[src/rtl/matrix_mul_seq_if.sv]
// Handshake and flattened-matrix bus for the sequential matrix multiplier.
// The master issues operands and start; the slave reports busy/done and the result.
interface matrix_mul_seq_if #(
  parameter int unsigned N     = 2,
  parameter int unsigned W     = 32,
  parameter int unsigned OUT_W = 32
);
  logic                 start;
  logic [N*N*W-1:0]     mat_a;
  logic [N*N*W-1:0]     mat_b;
  logic                 busy;
  logic                 done;
  logic [N*N*OUT_W-1:0] mat_out;

  modport master (output start, mat_a, mat_b, input busy, done, mat_out);
  modport slave  (input start, mat_a, mat_b, output busy, done, mat_out);
endinterface

[src/rtl/matrix_mul_seq.sv]
// Sequential N x N matrix multiplier: one shared MAC, N^3 compute cycles,
// start/busy/done handshake, result committed atomically and held until the next commit.
module matrix_mul_seq #(
  parameter int unsigned N      = 2,
  parameter int unsigned W      = 32,
  parameter int unsigned OUT_W  = 32,
  parameter int unsigned SIGNED = 0
) (
  input logic            clk,
  input logic            rst,
  matrix_mul_seq_if.slave mm_if
);
  localparam int unsigned IW  = (N > 1) ? $clog2(N) : 1;
  localparam int unsigned PW  = 2 * W;
  localparam bit          SGN = (SIGNED != 0);

  typedef enum logic [1:0] {IDLE, COMPUTE, DONE} state_e;

  state_e               state_q, state_d;
  logic [W-1:0]         a_q   [N][N];
  logic [W-1:0]         a_d   [N][N];
  logic [W-1:0]         b_q   [N][N];
  logic [W-1:0]         b_d   [N][N];
  logic [OUT_W-1:0]     res_q [N][N];
  logic [OUT_W-1:0]     res_d [N][N];
  logic [OUT_W-1:0]     acc_q, acc_d;
  logic [IW-1:0]        i_q, i_d, k_q, k_d, j_q, j_d;
  logic                 busy_q, busy_d, done_q, done_d;
  logic [N*N*OUT_W-1:0] out_q, out_d;

  logic [W-1:0]         a_el_c, b_el_c;
  logic [PW-1:0]        a_ext_c, b_ext_c, prod_c;
  logic [OUT_W-1:0]     prod_ext_c, acc_sum_c;

  // Extending both operands to 2W first makes one unsigned multiplier serve both signednesses.
  assign a_el_c  = a_q[i_q][j_q];
  assign b_el_c  = b_q[j_q][k_q];
  assign a_ext_c = {{W{SGN & a_el_c[W-1]}}, a_el_c};
  assign b_ext_c = {{W{SGN & b_el_c[W-1]}}, b_el_c};
  assign prod_c  = a_ext_c * b_ext_c;

  if (OUT_W > PW) begin : g_ext
    assign prod_ext_c = {{(OUT_W-PW){SGN & prod_c[PW-1]}}, prod_c};
  end else begin : g_trunc
    assign prod_ext_c = prod_c[OUT_W-1:0];
  end

  assign acc_sum_c = acc_q + prod_ext_c;

  assign mm_if.busy    = busy_q;
  assign mm_if.done    = done_q;
  assign mm_if.mat_out = out_q;

  always_ff @(posedge clk or posedge rst) begin
    if (rst) begin
      state_q <= IDLE;
      acc_q   <= '0;
      i_q     <= '0;
      k_q     <= '0;
      j_q     <= '0;
      busy_q  <= 1'b0;
      done_q  <= 1'b0;
      out_q   <= '0;
      for (int unsigned r = 0; r < N; r++) begin
        for (int unsigned c = 0; c < N; c++) begin
          a_q[r][c]   <= '0;
          b_q[r][c]   <= '0;
          res_q[r][c] <= '0;
        end
      end
    end else begin
      state_q <= state_d;
      acc_q   <= acc_d;
      i_q     <= i_d;
      k_q     <= k_d;
      j_q     <= j_d;
      busy_q  <= busy_d;
      done_q  <= done_d;
      out_q   <= out_d;
      a_q     <= a_d;
      b_q     <= b_d;
      res_q   <= res_d;
    end
  end

  // Loop order: i (row), k (column), j (inner, fastest).
  always_comb begin
    state_d = state_q;
    a_d     = a_q;
    b_d     = b_q;
    res_d   = res_q;
    acc_d   = acc_q;
    i_d     = i_q;
    k_d     = k_q;
    j_d     = j_q;
    busy_d  = 1'b0;
    done_d  = 1'b0;
    out_d   = out_q;

    unique case (state_q)
      IDLE: begin
        if (mm_if.start) begin
          for (int unsigned r = 0; r < N; r++) begin
            for (int unsigned c = 0; c < N; c++) begin
              a_d[r][c] = mm_if.mat_a[(r*N+c)*W +: W];
              b_d[r][c] = mm_if.mat_b[(r*N+c)*W +: W];
            end
          end
          acc_d   = '0;
          i_d     = '0;
          k_d     = '0;
          j_d     = '0;
          busy_d  = 1'b1;
          state_d = COMPUTE;
        end
      end

      COMPUTE: begin
        busy_d = 1'b1;
        if (j_q == IW'(N - 1)) begin
          res_d[i_q][k_q] = acc_sum_c;
          acc_d = '0;
          j_d   = '0;
          if (k_q == IW'(N - 1)) begin
            k_d = '0;
            if (i_q == IW'(N - 1)) begin
              // Final element lands in res_d, so the whole buffer commits in one edge.
              i_d     = '0;
              busy_d  = 1'b0;
              done_d  = 1'b1;
              state_d = DONE;
              for (int unsigned r = 0; r < N; r++) begin
                for (int unsigned c = 0; c < N; c++) begin
                  out_d[(r*N+c)*OUT_W +: OUT_W] = res_d[r][c];
                end
              end
            end else begin
              i_d = i_q + IW'(1);
            end
          end else begin
            k_d = k_q + IW'(1);
          end
        end else begin
          acc_d = acc_sum_c;
          j_d   = j_q + IW'(1);
        end
      end

      DONE: state_d = IDLE;

      default: state_d = IDLE;
    endcase
  end
endmodule

[src/flat_wrapper.sv]
// flat-port wrapper written by rule: the top's interface ports become plain ports
module matrix_mul_seq_flat 
#(
  parameter int unsigned N      = 2,
  parameter int unsigned W      = 32,
  parameter int unsigned OUT_W  = 32,
  parameter int unsigned SIGNED = 0
)
  (clk, rst, mm_if_start, mm_if_mat_a, mm_if_mat_b, mm_if_busy, mm_if_done, mm_if_mat_out);
  matrix_mul_seq_if #(.N(N), .W(W), .OUT_W(OUT_W)) mm_if_i ();
  input logic clk;
  input logic rst;
  input wire logic [$bits(mm_if_i.start)-1:0] mm_if_start;
  input wire logic [$bits(mm_if_i.mat_a)-1:0] mm_if_mat_a;
  input wire logic [$bits(mm_if_i.mat_b)-1:0] mm_if_mat_b;
  output wire logic [$bits(mm_if_i.busy)-1:0] mm_if_busy;
  output wire logic [$bits(mm_if_i.done)-1:0] mm_if_done;
  output wire logic [$bits(mm_if_i.mat_out)-1:0] mm_if_mat_out;
  assign mm_if_i.start = mm_if_start;
  assign mm_if_i.mat_a = mm_if_mat_a;
  assign mm_if_i.mat_b = mm_if_mat_b;
  assign mm_if_busy = mm_if_i.busy;
  assign mm_if_done = mm_if_i.done;
  assign mm_if_mat_out = mm_if_i.mat_out;
  matrix_mul_seq #(.N(N), .W(W), .OUT_W(OUT_W), .SIGNED(SIGNED)) u_core (.clk(clk), .rst(rst), .mm_if(mm_if_i));
endmodule
[config.mk]
export PLATFORM = sky130hd
export DESIGN_NAME = matrix_mul_seq_flat
export DESIGN_NICKNAME = d
export VERILOG_FILES = /design/src/rtl/matrix_mul_seq_if.sv /design/src/rtl/matrix_mul_seq.sv /design/src/flat_wrapper.sv
export SDC_FILE = /design/constraint.sdc
export NUM_CORES = 2
export LEC_CHECK = 0
export BUFFER_PORTS_ARGS = -buffer_cell sky130_fd_sc_hd__buf_2
export CORE_MARGIN = 2
export CORE_UTILIZATION = 60
export CTS_BUF_LIST = sky130_fd_sc_hd__clkbuf_4 sky130_fd_sc_hd__clkbuf_8 sky130_fd_sc_hd__clkbuf_16
export DETAILED_ROUTE_END_ITERATION = 12
export PLACE_DENSITY = 0.81
export SETUP_SLACK_MARGIN = 0.3
export SYNTH_ARGS = -nofsm -noshare
export SYNTH_HDL_FRONTEND = slang
export SYNTH_SLANG_ARGS = --single-unit
[constraint.sdc]
create_clock -name clk -period 19.4 [get_ports clk]
set_input_delay 2.91 -clock clk [delete_from_list [all_inputs] [get_ports clk]]
set_output_delay 2.91 -clock clk [all_outputs]
set_load 0.01 [all_outputs]
==> metrics.md <==
| Metric | Value |
|---|---|
| Vias in the first global route | between 20k and 30k |
| Post-Route Setup TNS | 0 ns |
| Port Buffers | 388 |
| Netlist Area Pre-Place | roughly 0.038 mm^2 |
| Data arrival, critical path | ~11 ns |
| Worst setup SP type | flip-flop |
| Synth area leaders | dfrtp_1 (34%), fa_1 (23%), mux2_2 (9.6%) |
| GRT overflow | 0 |
| Top Ports | 389 |
| Total CTS buffers | between 50 and 60 |
| Initial core utilization | 60.5% |
| Status | finished, final reports clean |
| YS warnings | 0 |
| Final Net Count | 4746 |
| Slew Limit Fails | 0 |
| Max Fanout on Critical Path | 57 |
| Layout cells sized above 1 | about a quarter |
| Area delta synth->final | 11.6% |
| Avg Synthesized Cell Area | 10.5 um^2 |
| Number of synthesized flops with an enable pin | 0 |
| Max Fclk | 0.0972 GHz |
| Slew @ Worst Pin | ~1.2 ns |
| Flop-to-flop setup slack | between 9 and 10 ns |
| First-pass iteration count of the detailed router | 6 |
| Post-synthesis mux area share | about 14% |
| Xor and xnor area share after synthesis | roughly 2.1% |
| Simple-gate portion of the synthesized area | 11.9% |
| Slowest cell on the critical path | dfrtp_4 |
| Routed wire length | between 100000 and 150000 um |
| Std-Cell Rows | about 90 |
| Post-Synth Adder-Cell Area | a little over a quarter |
| Unrepaired setup endpoints after global routing | no |
| Most common cell in the netlist | nand2_1 |
| Synth Instances | around 3.6k |
| Largest area contributor in the netlist | dfrtp_1 |
| Final Hold Vio Count | 0 |
| Die W | between 200 and 300 um |
| Flip-flop and latch area | 0.0130 mm^2 |
| Main synth FF type | dfrtp_1 |
| Post-CTS Hold Buffers | 0 |
| Footprint of the multi-input gates | 0.0224 mm^2 |
| Root Driver | clkbuf_16 |
| Synthesized net count | approximately 4.4k |
| Worst skew pair latency | slightly above 0.6 ns |
| Hpwl dp | between 70000 and 80000 um |
| Final worst-path cycle share | around 53% |
| Relative slew slack | a little over 20% |
| Fillers | between 4k and 5k |
| Clock-pin slew on the worst setup and hold paths | 0.06 ns |
| Critical Path End Type | flip-flop |
| Synth cell count leaders | nand2_1 (728), dfrtp_1 (519), inv_1 (501) |
| WL per Instance | 21.5 um |
| CTS resizes | 0 |
| Critical path class | reg -> reg |
| CTS tree | built |
| Synth unique cells | slightly below 60 |
| Initial antenna violation count | 18 |
| # Post-CTS Setup Buffers | 0 |
| Routed vias/inst | just under 6 |
| DR iter-0 viols | 2481 |
| Ys async rst share | 100% |
| GRT Total Usage | between 30% and 40% |
| Final ANT Viol Nets | 0 |
| CP most frequent cell | fa_1 |
| Routability Congestion | 0.938 |
| Seq/Total Area, Yosys | about a third |
| Final setup viols | 0 |
| Compound-Gate Fraction of Synth Area | around 3.2% |
| Hold crit path type | reg -> reg |
| Period minus WS final | slightly above 10 ns |
| Largest family of logic cells by synthesized area | adder cells |
| DRC Markers | 0 |
| Clock Skew | 0.0155 ns |
| Core Region | 0.0629 mm^2 |
| DIE AREA | approximately 0.065 mm^2 |
| Maxcap violations | 0 |
| Sink Count | 519 |
| Area share of the largest cell type after synthesis | 34.2% |
| H-tree Lvls | 2 |
| CP peak stage delay | roughly 0.8 ns |
| Largest net degree at the start of global routing | roughly 140 |
| Vias | approximately 28k |
| Clk buf depth | 3 |
| CP Data Required Time | between 15 and 20 ns |
| Die Height | around 260 um |
| Post-synthesis sequential element count | 519 |
| First-pass GRT wire length | ~160000 um |
[cell families (layout without fill, tap and decap cells)]
kind of cell | count (synthesis) | after routing
compound gates | 190 | 190
xor+xnor | 84 | 84
fa+ha+maj | 562 | 562
buf+inv | 672 | 1027
flops | 519 | 519
mux | 445 | 445
other cells | 0 | 12
simple gates | 1138 | 1138
[area by class of cell]
| class | instances | share of cell area, % |
|---|---|---|
| inverter | 501 | 4.45 |
| clock inverter | 18 | 0.463 |
| antenna | 12 | 0.0708 |
| sequential | 519 | 30.6 |
| tap | 846 | 2.49 |
| timing repair buffer | 431 | 5.37 |
| clock buffer | 77 | 3.73 |
| multi-input combinational | 2419 | 52.8 |
[registers in the layout, summed over array words and instances, names as in the netlist]
name	count
u_core.state_q	2
u_core.b_q	128
u_core.i_q	1
u_core.mm_if.mat_out	128
u_core.k_q	1
u_core.acc_q	32
u_core.mm_if.done	1
u_core.mm_if.busy	1
u_core.a_q	128
u_core.j_q	1
u_core.res_q	96
[stage by stage]
step	hold slack [ns]	instance area [um^2]	std cells	setup WS [ns]	util (%)
floorplan	0.433	38000	3610	1.99	-
global placement	0.445	40600	4716	9.43	64.6
detailed placement	0.453	40600	4716	9.28	64.6
CTS	0.466	42400	4811	9.25	67.5
global route	0.476	42400	4821	8.74	67.5
finish	0.463	42400	4823	9.11	67.5
[worst max-delay path, delay by kind of cell (launching register included)]
kind	cells	cell delay [ns]
compound gates	8	1.73
fa+ha+maj	9	4.35
buf+inv	9	1.98
flops	1	0.79
mux	2	0.65
simple gates	2	0.64
[cell usage in the layout (no fill, tap or decap), drive strengths merged, types with 9 or more instances in the layout]
cell and n:
dfrtp 519, mux2 327, o21ai 82, xnor2 63
clkbuf 77, and2 47, diode 12, clkinv 12
mux2i 70, a21oi 19, nand2b 9, a21o 25
ha 124, nor2 312, nand2 731, buf 431
xor2 19, mux4 48, inv 503, fa 438
a22o 27
[worst paths after layout]
path                                                from                                   end  cells past startpoint
max in group asynchronous                            rst                u_core.j_q$_DFFE_PP0P_                      4
hold reg to reg            u_core.res_q[108]$_DFFE_PP0P_  u_core.mm_if.mat_out[12]$_DFFE_PP0P_                      2
hold / removal             u_core.res_q[108]$_DFFE_PP0P_  u_core.mm_if.mat_out[12]$_DFFE_PP0P_                      2
setup / recovery                  u_core.j_q$_DFFE_PP0P_         u_core.res_q[126]$_DFFE_PP0P_                     30
min in group asynchronous                            rst  u_core.mm_if.mat_out[33]$_DFFE_PP0P_                      2
setup reg to reg                  u_core.j_q$_DFFE_PP0P_         u_core.res_q[126]$_DFFE_PP0P_                     30
[per-layer routing]
metal,wire (um),vias to the layer above,track usage [%]
li1,-,11900,-
met1,38300,14100,40.6
met2,50100,1423,51.3
met3,9500,368,7.73
met4,5610,12,15.1
met5,80,-,0
Power is left out: the tool's default activity adds up to more than one toggle a clock period on the data nets, which glitch-free logic cannot reach.
